===== src/rtl/led_mod_if.sv =====
// Board-side bundle for led_mod: switches and pushbuttons in, LEDs and display out.
// master = board/user side that drives inputs, slave = led_mod.
interface led_mod_if;
    logic [7:0] switches;
    logic       bLeft;
    logic       bRight;
    logic [7:0] leds;
    logic [3:0] anodes;
    logic [7:0] SSD;

    modport master (
        output switches, bLeft, bRight,
        input  leds, anodes, SSD
    );

    modport slave (
        input  switches, bLeft, bRight,
        output leds, anodes, SSD
    );
endinterface


===== src/rtl/led_mod.sv =====
// LED pattern register and 4-digit common-anode seven-segment scanner.
// Ports:
//   x1        clock, rising edge
//   bBottom   synchronous active-high reset
//   io.switches  8-bit slide switches (shown on digits 1..0, load source)
//   io.bLeft/bRight  pushbuttons: rotate left/right, both = load switches
//   io.leds   pattern register
//   io.anodes active-low digit enables, bit0 = rightmost
//   io.SSD    active-low segments {dp,g,f,e,d,c,b,a}
// Optional macro LED_MOD_DEBOUNCE_EN adds a per-button stability filter of
// DEBOUNCE_CYC samples between the synchronizer and the edge detector.
module led_mod #(
    parameter int unsigned REFRESH_DIV  = 16,
    parameter int unsigned DEBOUNCE_CYC = 4
) (
    input  logic     x1,
    input  logic     bBottom,
    led_mod_if.slave io
);

    localparam int unsigned CW = $clog2(REFRESH_DIV);
    localparam logic [CW-1:0] CntLast = CW'(REFRESH_DIV - 1);

    // bit0 = left button, bit1 = right button
    logic [1:0] sync1_q;
    logic [1:0] sync2_q;
    logic [1:0] lvl_prev_q;
    logic [1:0] pulse_q;
    logic [1:0] btn_lvl;

    logic [7:0]    pattern_q;
    logic [CW-1:0] cnt_q;
    logic [1:0]    idx_q;
    logic [3:0]    anodes_q;
    logic [7:0]    ssd_q;
    logic [3:0]    nibble;

    function automatic logic [7:0] seg_hex(input logic [3:0] n);
        logic [7:0] s;
        case (n)
            4'h0:    s = 8'hC0;
            4'h1:    s = 8'hF9;
            4'h2:    s = 8'hA4;
            4'h3:    s = 8'hB0;
            4'h4:    s = 8'h99;
            4'h5:    s = 8'h92;
            4'h6:    s = 8'h82;
            4'h7:    s = 8'hF8;
            4'h8:    s = 8'h80;
            4'h9:    s = 8'h90;
            4'hA:    s = 8'h88;
            4'hB:    s = 8'h83;
            4'hC:    s = 8'hC6;
            4'hD:    s = 8'hA1;
            4'hE:    s = 8'h86;
            default: s = 8'h8E;
        endcase
        return s;
    endfunction

    // Two-stage synchronizer; reset clears it so a button still held at
    // release is seen as a fresh rising edge.
    always_ff @(posedge x1) begin
        if (bBottom) begin
            sync1_q <= 2'b00;
            sync2_q <= 2'b00;
        end else begin
            sync1_q <= {io.bRight, io.bLeft};
            sync2_q <= sync1_q;
        end
    end

`ifdef LED_MOD_DEBOUNCE_EN
    localparam int unsigned DW = $clog2(DEBOUNCE_CYC + 1);
    localparam logic [DW-1:0] DbLast = DW'(DEBOUNCE_CYC - 1);

    logic [DW-1:0] db_cnt_q [2];
    logic [1:0]    db_q;

    // The level only flips after DEBOUNCE_CYC consecutive differing samples;
    // any sample matching the current level restarts the count.
    always_ff @(posedge x1) begin
        if (bBottom) begin
            db_q <= 2'b00;
            for (int b = 0; b < 2; b++) begin
                db_cnt_q[b] <= '0;
            end
        end else begin
            for (int b = 0; b < 2; b++) begin
                if (sync2_q[b] == db_q[b]) begin
                    db_cnt_q[b] <= '0;
                end else if (db_cnt_q[b] == DbLast) begin
                    db_q[b]     <= sync2_q[b];
                    db_cnt_q[b] <= '0;
                end else begin
                    db_cnt_q[b] <= db_cnt_q[b] + 1'b1;
                end
            end
        end
    end

    assign btn_lvl = db_q;
`else
    logic unused_dbc;
    assign unused_dbc = DEBOUNCE_CYC[0];
    assign btn_lvl    = sync2_q;
`endif

    // Registered rising-edge pulses, one cycle wide per press.
    always_ff @(posedge x1) begin
        if (bBottom) begin
            lvl_prev_q <= 2'b00;
            pulse_q    <= 2'b00;
        end else begin
            lvl_prev_q <= btn_lvl;
            pulse_q    <= btn_lvl & ~lvl_prev_q;
        end
    end

    always_ff @(posedge x1) begin
        if (bBottom) begin
            pattern_q <= 8'h01;
        end else begin
            case (pulse_q)
                2'b01:   pattern_q <= {pattern_q[6:0], pattern_q[7]};
                2'b10:   pattern_q <= {pattern_q[0], pattern_q[7:1]};
                2'b11:   pattern_q <= io.switches;
                default: pattern_q <= pattern_q;
            endcase
        end
    end

    always_comb begin
        nibble = io.switches[3:0];
        case (idx_q)
            2'd1:    nibble = io.switches[7:4];
            2'd2:    nibble = pattern_q[3:0];
            2'd3:    nibble = pattern_q[7:4];
            default: nibble = io.switches[3:0];
        endcase
    end

    // Outputs are registered from the current index, so each digit is
    // driven for exactly REFRESH_DIV clocks starting the clock after reset.
    always_ff @(posedge x1) begin
        if (bBottom) begin
            cnt_q    <= '0;
            idx_q    <= 2'd0;
            anodes_q <= 4'b1111;
            ssd_q    <= 8'hFF;
        end else begin
            if (cnt_q == CntLast) begin
                cnt_q <= '0;
                idx_q <= idx_q + 2'd1;
            end else begin
                cnt_q <= cnt_q + 1'b1;
            end
            anodes_q <= ~(4'b0001 << idx_q);
            ssd_q    <= seg_hex(nibble);
        end
    end

    assign io.leds   = pattern_q;
    assign io.anodes = anodes_q;
    assign io.SSD    = ssd_q;

endmodule


===== src/flat_wrapper.sv =====
// flat-port wrapper written by rule: the top's interface ports become plain ports
module led_mod_flat 
#(
    parameter int unsigned REFRESH_DIV  = 16,
    parameter int unsigned DEBOUNCE_CYC = 4
)
  (x1, bBottom, io_switches, io_bLeft, io_bRight, io_leds, io_anodes, io_SSD);
  led_mod_if io_i ();
  input  logic x1;
  input  logic bBottom;
  input wire logic [$bits(io_i.switches)-1:0] io_switches;
  input wire logic [$bits(io_i.bLeft)-1:0] io_bLeft;
  input wire logic [$bits(io_i.bRight)-1:0] io_bRight;
  output wire logic [$bits(io_i.leds)-1:0] io_leds;
  output wire logic [$bits(io_i.anodes)-1:0] io_anodes;
  output wire logic [$bits(io_i.SSD)-1:0] io_SSD;
  assign io_i.switches = io_switches;
  assign io_i.bLeft = io_bLeft;
  assign io_i.bRight = io_bRight;
  assign io_leds = io_i.leds;
  assign io_anodes = io_i.anodes;
  assign io_SSD = io_i.SSD;
  led_mod #(.REFRESH_DIV(REFRESH_DIV), .DEBOUNCE_CYC(DEBOUNCE_CYC)) u_core (.x1(x1), .bBottom(bBottom), .io(io_i));
endmodule

===== config.mk =====
export PLATFORM = sky130hd
export DESIGN_NAME = led_mod_flat
export DESIGN_NICKNAME = d
export VERILOG_FILES = /design/src/rtl/led_mod_if.sv /design/src/rtl/led_mod.sv /design/src/flat_wrapper.sv
export SDC_FILE = /design/constraint.sdc
export NUM_CORES = 1
export LEC_CHECK = 0
export CAP_MARGIN = 10
export CORE_MARGIN = 10
export CORE_UTILIZATION = 30
export DETAILED_ROUTE_END_ITERATION = 10
export PLACE_DENSITY_LB_ADDON = 0.3
export SLEW_MARGIN = 10
export SYNTH_ARGS = -nofsm -noshare
export SYNTH_HDL_FRONTEND = slang
export SYNTH_SLANG_ARGS = --single-unit

===== constraint.sdc =====
create_clock -name x1 -period 2.4 [get_ports x1]
set_input_delay 0.24 -clock x1 [delete_from_list [all_inputs] [get_ports x1]]
set_output_delay 0.24 -clock x1 [all_outputs]
set_load 0.005 [all_outputs]

==> results by group, run 1 <==
Global routing
  – GRT overflow: 0
  – GRT Total Usage: 0.0844
  – Pin count of the biggest net entering global routing: 24
  – Initial antenna violation count: 0
  – Number of global-route vias before repair: 1178
  – First-pass GRT wire length: 5.82 mm

CTS
  – Post-CTS setup repair buffer count: 0
  – Clk_lat worst skew: 280 ps
  – Hold_buf cts: 0
  – CTS Sinks: 33
  – Resize count post-CTS: 0
  – Max clock buf depth: 2
  – TritonCTS clock tree: yes
  – Root buf cell: clkbuf_8
  – Reg clk slew, reported paths: 60 ps
  – CTS buffer count: 5
  – H-tree lvl count: 2

Routing
  – Post-Route WL: 3.47 mm
  – DRT Pass-1 Iters: 5
  – Via/cell ratio: 4.70
  – Post-route ant nets: 0
  – Initial drt markers: 55
  – Drt wl/cell: 14.5 um
  – DRC: 0
  – DR vias: 1128

Final layout
  – Number of fill cells: 502
  – Final cell count without fillers: 240
  – Seq. cell area: 661 um2
  – Area of the multi-input gates: 812 um2
  – Ant diodes: 0
  – Area grow syn2layout: 28.4%
  – Fin nets: 194
  – Layout cells sized above 1: 0.112

Synth
  – Synth warn: 0
  – Register area share after synthesis: 0.425
  – Top area cells in the synthesized netlist: dfxtp_1 (43%), mux4_2 (12%), ha_1 (9.7%)
  – Mapped Nets: 165
  – Post-synthesis cell type count: 33
  – Syn Area/Cell: ~11 um2
  – Yosys reg bits: 33
  – Synth Instances: 141
  – Top cell type by total area after synthesis: dfxtp_1
  – Mapped Area: 1550 um2
  – Top-area cell type share of the netlist area: 0.425

Run status
  – Status: finished clean

Floorplanning
  – Area of the die: 8460 um2
  – Initial Util: 0.306
  – Height of the die: 92.0 um
  – Die Wd: 92.0 um
  – FP Rows: 26
  – Area of the core: 5070 um2
  – I/O pin total: 32

Setup path
  – Type of origin of the critical path: flop
  – Worst Path Required: 2570 ps
  – CP max FO: 7
  – Critical path arrival: 2380 ps
  – Reg2Reg Setup Slack: 190 ps
  – Worst Setup End Kind: flop
  – CP Class: flop to flop

Timing
  – # setup viols final: 0
  – Final max-slew violation count: 0
  – Worst-case clock skew: between 3 and 4 ps
  – Slew @ Worst Pin: 611 ps
  – Setup TNS: 0 ps
  – Final hold viol count: 0
  – Final min period: ~2200 ps
  – Share of the clock period used by the worst path: 0.922
  – RSZ-0062 raised after global routing: false
  – Max-Slew Margin vs Limit: 0.585
  – Fmax: 452 MHz

Placed design
  – Dpl hpwl: 2.71 mm
  – Placed cells: 233
  – RD Place Congestion: 0.849
  – PortBufs: 30

Power and ir drop
  – Pwr dens: approximately 560 nW/um2
  – VDD IR-drop max: 183 uV
  – Lkg Pwr: 0.777 nW

Min path
  – Worst hold-check path type: flop to flop

Run
  – Max cap viols: 0
-- sequential cells by signal, indices dropped and copies added, names as in the netlist --
signal,cells
u_core.btn_lvl,2
u_core.pulse_q,2
u_core.cnt_q,4
u_core.io.SSD,7
u_core.io.leds,8
u_core.lvl_prev_q,2
u_core.idx_q,2
u_core.sync1_q,2
u_core.io.anodes,4
-- metal layers --
layer,global-route usage,share of wire,vias up
li1,-,-,549
met4,0.0386,0.014,0
met3,0.0253,0.065,4
met1,0.0929,0.41,534
met5,0,0,-
met2,0.146,0.51,41
-- metrics by stage --
step           power [mW]  cell area [um2]   util  worst slack, ps  hold slack [ps]
6_report             1.12             2000  0.393              188              381
5_1_grt              1.18             2000  0.393             25.2              399
4_1_cts              1.14             2000  0.393              182              384
3_5_place_dp        0.729             1910  0.376              200              377
3_3_place_gp        0.725             1910  0.376              305              372
2_1_floorplan       0.663             1550      -              271              319
-- placed cells by master (no fill, tap or decap), drive strengths merged --
master | netlist | routed
or2b | 1 | 1
nor2 | 7 | 7
nand3 | 1 | 1
mux4 | 8 | 8
a211o | 1 | 1
clkdlybuf4s50 | 0 | 30
mux2i | 6 | 6
o21ai | 4 | 4
a31oi | 4 | 4
buf | 3 | 1
or4 | 1 | 1
nor3b | 1 | 1
and3 | 1 | 1
or2 | 1 | 1
a22oi | 1 | 1
conb | 1 | 1
a222oi | 4 | 4
xnor2 | 3 | 3
o311a | 1 | 1
inv | 11 | 11
nor2b | 15 | 15
o31ai | 1 | 1
mux2 | 5 | 5
nor3 | 2 | 2
clkbuf | 6 | 7
dfxtp | 33 | 33
nand4b | 1 | 1
a21oi | 3 | 3
ha | 12 | 12
nand2b | 3 | 3
-- final cells by class --
type / instances / share of cell area
Clock buffer: 7 / 0.0433
Inverter: 11 / 0.0207
Multi-Input combinational cell: 88 / 0.407
Sequential cell: 33 / 0.331
Tap cell: 70 / 0.0439
Timing Repair Buffer: 31 / 0.154
-- critical path, cell delays in order (launching register included) --
cell	delay, ps
dfxtp_1	350
inv_1	110
ha_1	300
mux2_2	450
ha_1	220
or4_1	550
o311a_1	130
-- synth_stat cells --
master     n
a211o_1    1
a21oi_1    3
a222oi_1   4
a22oi_1    1
a31oi_1    4
and3_1     1
buf_2      2
buf_4      1
clkbuf_1   6
conb_1     1
dfxtp_1   33
ha_1      12
inv_1     11
mux2_1     2
mux2_2     3
mux2i_1    5
mux2i_2    1
mux4_2     8
nand2b_1   3
nand3_1    1
nand4b_1   1
nor2_1     7
nor2b_1   15
nor3_1     2
nor3b_1    1
o21ai_0    1
o21ai_1    3
o311a_1    1
o31ai_1    1
or2_1      1
or2b_1     1
or4_1      1
xnor2_1    3
-- where the power goes --
group / total [mW] / internal, mW / leakage [nW] / switching, mW
combinational: 0.130 / 0.0756 / 0.462 / 0.0545
clock: 0.404 / 0.227 / 0.0443 / 0.177
sequential: 0.585 / 0.571 / 0.271 / 0.0142
total: 1.12 / 0.874 / 0.777 / 0.246
-- final timing paths --
| kind | end | start | cells after the start |
|---|---|---|---|
| setup reg to reg | u_core.io.SSD[0]$_SDFF_PP1_ | u_core.idx_q[0]$_SDFFE_PP0P_ | 6 |
| hold / removal | u_core.pulse_q[0]$_SDFF_PP0_ | u_core.lvl_prev_q[0]$_SDFF_PP0_ | 1 |
| hold reg to reg | u_core.pulse_q[0]$_SDFF_PP0_ | u_core.lvl_prev_q[0]$_SDFF_PP0_ | 1 |
| setup / recovery | u_core.io.SSD[0]$_SDFF_PP1_ | u_core.idx_q[0]$_SDFFE_PP0P_ | 6 |
-- kinds of logic after synthesis --
family                     after synthesis  share of synthesized area
and+or+nand+nor                         34                      0.127
DFF                                     33                      0.425
buffers and inverters                   20                     0.0523
AOI/OAI and AO/OA                       19                     0.0861
muxes                                   19                      0.193
adders and majority gates               12                     0.0966
xor gates and xnor gates                 3                     0.0169
other                                    1                    0.00241
No activity file was read; power rests on OpenSTA's default activity.
==> run 2: changes to the inputs <==
--- a/config.mk
+++ b/config.mk
@@ -9,7 +9,6 @@
 export CORE_MARGIN = 10
 export CORE_UTILIZATION = 30
 export DETAILED_ROUTE_END_ITERATION = 10
-export PLACE_DENSITY_LB_ADDON = 0.3
 export SLEW_MARGIN = 10
 export SYNTH_ARGS = -nofsm -noshare
 export SYNTH_HDL_FRONTEND = slang
==> run 2 against run 1 <==
Sequential cell count did not move. Register-to-register slack gained 30 ps. Count of clock-buffer cells in the layout did not move. Non-clock buffer count unchanged. Critical path type unchanged. Fmax up 1.5%. Highest routed layer unchanged. Total power is 0.55% lower. Routed wire length down 3.4%. Core utilization stayed put. Cell count stayed put. Sequential share of layout area unchanged. Sequential power about the same. Clock power decreased by 1%.
==> results by group, run 2 (synthesized netlist as in run 1, its figures left out) <==
Run status
  – Status: finished clean

Floorplanning
  – FP Rows: 26 (unchanged)
  – Initial Util: 0.306 (unchanged)
  – Area of the die: 8460 um2 (unchanged)
  – Die Wd: 92.0 um (unchanged)
  – Height of the die: 92.0 um (unchanged)
  – Area of the core: 5070 um2 (unchanged)
  – I/O pin total: 32 (unchanged)

Setup path
  – Worst Path Required: 2560 ps (about the same)
  – Critical path arrival: 2340 ps (-40 ps)
  – Reg2Reg Setup Slack: 220 ps (+30 ps)
  – CP Class: flop to flop
  – Type of origin of the critical path: flop
  – Worst Setup End Kind: flop
  – CP max FO: 7 (unchanged)

Timing
  – # setup viols final: 0 (unchanged)
  – Final hold viol count: 0 (unchanged)
  – Share of the clock period used by the worst path: 0.908 (-0.0140)
  – RSZ-0062 raised after global routing: false
  – Final hold slack: 378 ps (-2.44 ps)
  – Final max-slew violation count: 0 (unchanged)
  – Slew @ Worst Pin: 587 ps (-24.0 ps)
  – Setup TNS: 0 ps (unchanged)
  – Worst-case clock skew: 4.14 ps (+0.496 ps)
  – Final min period: 2180 ps (-33.5 ps)
  – Max-Slew Margin vs Limit: 0.601 (+0.0163)
  – Fmax: 459 MHz (+1.5%)

Routing
  – DRT Pass-1 Iters: 5 (unchanged)
  – Drt wl/cell: 14.0 um (-3.4%)
  – DR vias: 1123 (-0.44%)
  – DRC: 0 (unchanged)
  – Via/cell ratio: 4.68 (-0.44%)
  – Post-route ant nets: 0 (unchanged)
  – Post-Route WL: 3.35 mm (-3.4%)
  – Initial drt markers: 49 (-11%)

Global routing
  – Initial antenna violation count: 0 (unchanged)
  – Pin count of the biggest net entering global routing: 34 (+42%)
  – GRT overflow: 0 (unchanged)
  – Number of global-route vias before repair: 1186 (+0.68%)
  – First-pass GRT wire length: 5.84 mm (+0.36%)
  – GRT Total Usage: 0.0853 (+0.000910)

Final layout
  – Fin nets: 194 (unchanged)
  – Final instance area: 2000 um2 (unchanged)
  – Final cell count without fillers: 240 (unchanged)
  – Layout cells sized above 1: 0.112 (unchanged)
  – Most frequent cells in the layout: dfxtp_1 (33), clkdlybuf4s50_1 (30), nor2b_1 (15)
  – Ant diodes: 0 (unchanged)
  – Flip-flop count of the largest register after layout: 8 (unchanged)
  – Most common cell after layout, fill and taps aside: dfxtp_1
  – Area grow syn2layout: 28.4% (unchanged)

Run
  – Max cap viols: 0 (unchanged)

CTS
  – CTS Sinks: 33 (unchanged)
  – Root buf cell: clkbuf_8
  – H-tree lvl count: 2 (unchanged)
  – Post-CTS setup repair buffer count: 0 (unchanged)
  – Clk_lat worst skew: 270 ps (about the same)
  – CTS buffer count: 5 (unchanged)
  – Reg clk slew, reported paths: 60 ps (about the same)
  – Resize count post-CTS: 0 (unchanged)
  – Hold_buf cts: 0 (unchanged)
  – Max clock buf depth: 2 (unchanged)
  – TritonCTS clock tree: yes

Power and ir drop
  – Overall power: 1.11 mW (-0.55%)
  – Reg power frac: 0.526 (+0.003)
  – Clock power frac: 0.358 (-0.003)
  – Switching portion of total power: 0.216 (-0.00425)
  – Combinational Power Share: 0.116 (about the same)
  – Lkg Pwr: 0.777 nW (unchanged)
  – Net Sw Power: 240 uW (-2.5%)
  – VDD IR-drop max: 162 uV (-12%)
  – P_int: 874 uW (about the same)
  – Pwr dens: 558 nW/um2 (-0.55%)

Placed design
  – Placed cells: 233 (unchanged)
  – PortBufs: 30 (unchanged)
  – Placed inst area: 1910 um2 (unchanged)
  – Dpl hpwl: 2.56 mm (-5.4%)
  – RD Place Congestion: 0.875 (+3.1%)

Min path
  – Worst hold-check path type: flop to flop
## run 2: cell counts in the layout (fill, tap and decap cells not counted)
No cell type changed its count.
## run 2: power by group through the flow
| stage | registers (mW) | clock network [mW] | logic (mW) |
|---|---|---|---|
| after floorplan | 0.594 | 0 | 0.0697 |
| final | 0.586 | 0.399 | 0.129 |
| after detailed placement | 0.598 | 0 | 0.131 |
| after global placement | 0.597 | 0 | 0.127 |
| after global routing | 0.589 | 0.440 | 0.143 |
| after CTS | 0.586 | 0.417 | 0.132 |
## run 2: final timing paths
kind | start | depth (start not counted) | endpoint
min | u_core.lvl_prev_q[0]$_SDFF_PP0_ | 1 | u_core.pulse_q[0]$_SDFF_PP0_
min reg2reg | u_core.lvl_prev_q[0]$_SDFF_PP0_ | 1 | u_core.pulse_q[0]$_SDFF_PP0_
max | u_core.idx_q[0]$_SDFFE_PP0P_ | 6 | u_core.io.SSD[0]$_SDFF_PP1_
max reg2reg | u_core.idx_q[0]$_SDFFE_PP0P_ | 6 | u_core.io.SSD[0]$_SDFF_PP1_
## run 2: area by class of cell
cell class                 count  area, um2
timing repair buffer          31        308
fill                         507       3080
sequential                    33        661
inverter                      11       41.3
clock buffer                   7       86.3
multi-input combinational     88        812
tap                           70       87.6
## run 2: stage by stage
stage / util / setup slack (ps)
floorplan: - / 271
global placement: 0.376 / 310
detailed placement: 0.376 / 232
CTS: 0.393 / 204
global route: 0.393 / 52.1
finish: 0.393 / 221
## run 2: worst max-delay path: stages, from the launching register on
cell,delay (ps)
dfxtp_1,340
inv_1,110
ha_1,310
mux2_2,450
ha_1,220
or4_1,520
o311a_1,120
## run 2: routing by layer
layer | GRT usage | routed length (um)
met1 | 0.0975 | 1460
met2 | 0.134 | 1590
met3 | 0.0310 | 228
met4 | 0.0514 | 70
met5 | 0 | 0
==> run 3: changes to the inputs <==
--- a/config.mk
+++ b/config.mk
@@ -5,6 +5,7 @@
 export SDC_FILE = /design/constraint.sdc
 export NUM_CORES = 1
 export LEC_CHECK = 0
+export ABC_AREA = 1
 export CAP_MARGIN = 10
 export CORE_MARGIN = 10
 export CORE_UTILIZATION = 30
==> run 3 against run 2 <==
First-iteration DRC count increased by 80%. Non-clock buffer count unchanged. Fmax increased by 2.2%. Cell count increased by 33%. Global-route usage increased by 0.99 points. Register-to-register slack improved by 50 ps. Critical path depth increased by 5. Sequential share of layout area decreased by 1.5 points. Design area increased by 4.7%. Clock skew increased by 2.3 ps.
==> results by group, run 3 <==
Run status
  – Status: finished clean

Placed design
  – Dpl hpwl: 2.98 mm (+16%)
  – Dpl ws: 304 ps (+71.9 ps)
  – RD Place Congestion: 0.830 (-5.2%)
  – PortBufs: 30 (unchanged)
  – Placed inst area: 1970 um2 (+3.1%)
  – Placed cells: 312 (+34%)

Routing
  – Post-route ant nets: 0 (unchanged)
  – Initial drt markers: 88 (+80%)
  – Via/cell ratio: 4.67 (-0.22%)
  – DRC: 0 (unchanged)
  – Drt wl/cell: 12.1 um (-13%)
  – DR vias: 1494 (+33%)
  – Post-Route WL: 3.87 mm (+15%)
  – DRT Pass-1 Iters: 4 (-1)

Global routing
  – Initial antenna violation count: 0 (unchanged)
  – GRT Total Usage: 0.0952 (+0.00989)
  – Pin count of the biggest net entering global routing: 19 (-44%)
  – First-pass GRT wire length: 6.71 mm (+15%)
  – Number of global-route vias before repair: 1471 (+24%)
  – GRT overflow: 0 (unchanged)

Final layout
  – Most frequent cells in the layout: nand2_1 (59), dfxtp_1 (33), clkdlybuf4s50_1 (30)
  – Ant diodes: 0 (unchanged)
  – Final instance area: 2090 um2 (+4.7%)
  – Util after Layout: 0.407 (+0.0133)
  – Most common cell after layout, fill and taps aside: nand2_1
  – Area grow syn2layout: 31.2%
  – Final cell count without fillers: 320 (+33%)
  – Fin nets: 273 (+41%)
  – Layout cells sized above 1: 0.0760 (-0.0358)
  – Flip-flop count of the largest register after layout: 8 (unchanged)

Setup path
  – Worst flop-to-flop path endpoint: u_core.io.SSD[0]$_SDFF_PP1_
  – Type of origin of the critical path: flop
  – Worst Setup End Kind: flop
  – Critical path arrival: 2300 ps (-40 ps)
  – Reg2Reg Setup Slack: 270 ps (+50 ps)
  – CP max FO: 6 (-1)
  – Worst Path Required: 2570 ps (about the same)
  – FF-to-FF Start: u_core.idx_q[0]$_SDFFE_PP0P_
  – Reg2Reg Depth: 11 (+5)
  – CP Class: flop to flop

Synth
  – Synth Instances: 214 (+52%)
  – Syn Area/Cell: 7.44 um2 (-32%)
  – Yosys reg bits: 33 (unchanged)
  – Mapped Area: 1590 um2 (+2.5%)
  – EDFF count, synth: 0 (unchanged)
  – Top area cells in the synthesized netlist: dfxtp_1 (41%), nand2_1 (14%), ha_1 (9.4%)
  – Synth async-reset ratio: 0 (unchanged)
  – Top-count cell post-synth: nand2_1
  – Commonest cells in the netlist: nand2_1 (59), dfxtp_1 (33), inv_1 (23), nand3_1 (20), o21ai_0 (17)
  – Top cell type by total area after synthesis: dfxtp_1
  – Register area share after synthesis: 0.415 (-0.0104)
  – Mapped Nets: 238 (+44%)
  – Post-synthesis cell type count: 25 (-24%)
  – Top-area cell type share of the netlist area: 0.415 (-0.0104)
  – Synth warn: 0 (unchanged)
  – Ys flop type: dfxtp_1

Min path
  – Min-delay src: u_core.lvl_prev_q[1]$_SDFF_PP0_
  – Worst hold-check path type: flop to flop
  – Hold Path Sink: u_core.pulse_q[1]$_SDFF_PP0_
  – Worst Hold Depth: 1 (unchanged)

Power and ir drop
  – VDD IR-drop max: 314 uV (+94%)
  – Overall power: 1.28 mW (+15%)
  – Pwr dens: 614 nW/um2 (+10%)
  – Lkg Pwr: 0.910 nW (+17%)

CTS
  – Reg clk slew, reported paths: 70 ps (about the same)
  – CTS Sinks: 33 (unchanged)
  – Resize count post-CTS: 0 (unchanged)
  – Hold_buf cts: 0 (unchanged)
  – Max clock buf depth: 2 (unchanged)
  – Clk_lat worst skew: 280 ps (about the same)
  – Root buf cell: clkbuf_8
  – TritonCTS clock tree: yes
  – CTS buffer count: 5 (unchanged)
  – H-tree lvl count: 2 (unchanged)
  – Post-CTS setup repair buffer count: 0 (unchanged)

Timing
  – Final hold slack: 386 ps (+7.83 ps)
  – Slew @ Worst Pin: 544 ps (-42.5 ps)
  – Share of the clock period used by the worst path: 0.888 (-0.0197)
  – Final min period: 2130 ps (-47.2 ps)
  – Setup TNS: 0 ps (unchanged)
  – Fmax: 469 MHz (+2.2%)
  – Worst-case clock skew: 6.45 ps (+2.31 ps)
  – Final hold viol count: 0 (unchanged)
  – Final max-slew violation count: 0 (unchanged)
  – # setup viols final: 0 (unchanged)
  – Max-Slew Margin vs Limit: 0.637 (+0.0356)
  – PnR worst setup slack: 268 ps (+47.2 ps)
  – RSZ-0062 raised after global routing: false

Run
  – Max cap viols: 0 (unchanged)

Floorplanning
  – Area of the die: 8620 um2 (+2.0%)
  – Height of the die: 92.9 um (+0.97%)
  – Initial Util: 0.310 (+0.00367)
  – Die Wd: 92.9 um (+0.97%)
  – I/O pin total: 32 (unchanged)
  – FP Rows: 26 (unchanged)
  – Area of the core: 5140 um2 (+1.3%)
-- run 3: changes by cell type in the layout (fill, tap and decap cells not counted), sizes merged, moves of 6 or more --
cell	before	now
a21oi	3	10
o21ai	4	18
nor2b	15	0
nor2	7	18
inv	11	24
nand3	1	20
nand2	0	62
mux2i	6	0
mux4	8	0
-- run 3: cell type report --
class	count	area, um2
Fill cell	566	3050
Multi-Input combinational cell	154	823
Sequential cell	33	661
Timing Repair Buffer	31	308
Inverter	24	90.1
Tap cell	70	87.6
Clock buffer	6	82.6
Clock inverter	2	37.5
-- run 3: per-layer routing --
| layer | share of wire | wire (um) | global-route usage |
|---|---|---|---|
| met5 | 0 | 0 | 0 |
| met4 | 0.014 | 54 | 0.0398 |
| met3 | 0.084 | 324 | 0.0395 |
| met2 | 0.46 | 1770 | 0.151 |
| met1 | 0.45 | 1720 | 0.110 |
-- run 3: where the power goes --
group          total, mW  switching [mW]  internal [mW]
Combinational      0.150          0.0727         0.0775
Sequential         0.593          0.0178          0.575
Clock              0.539           0.202          0.337
Total               1.28           0.292          0.990
-- run 3: cells by family (layout without fill, tap and decap cells) --
kind of cell / count (synthesis) / after routing / synth area share
AO/OA/AOI/OAI: 36 / 36 / 0.137
AND/OR/NAND/NOR: 103 / 103 / 0.272
XOR/XNOR: 2 / 2 / 0.0110
buffers and inverters: 27 / 63 / 0.0683
adder cells (fa/ha/maj): 12 / 12 / 0.0943
flip-flops: 33 / 33 / 0.415
other: 1 / 1 / 0.00235
-- run 3: worst max path at each step --
stage	from	end	cells after the start
2_1_floorplan	u_core.idx_q[0]$_SDFFE_PP0P_	u_core.io.SSD[0]$_SDFF_PP1_	11
3_3_place_gp	u_core.idx_q[0]$_SDFFE_PP0P_	u_core.io.SSD[0]$_SDFF_PP1_	11
3_5_place_dp	u_core.idx_q[0]$_SDFFE_PP0P_	u_core.io.SSD[0]$_SDFF_PP1_	11
4_1_cts	u_core.idx_q[0]$_SDFFE_PP0P_	u_core.io.SSD[3]$_SDFF_PP1_	11
5_1_grt	u_core.idx_q[0]$_SDFFE_PP0P_	u_core.io.SSD[3]$_SDFF_PP1_	11
6_report	u_core.idx_q[0]$_SDFFE_PP0P_	u_core.io.SSD[0]$_SDFF_PP1_	11
-- run 3: critical path, stage by stage (launching register included) --
cell and delay [ps]:
dfxtp_1 360, inv_1 100, ha_1 290, inv_2 180, nand2_1 90, o21ai_2 280
inv_1 130, ha_1 250, nand3_1 130, nand3_1 90, nand2_1 70, nand2_1 60
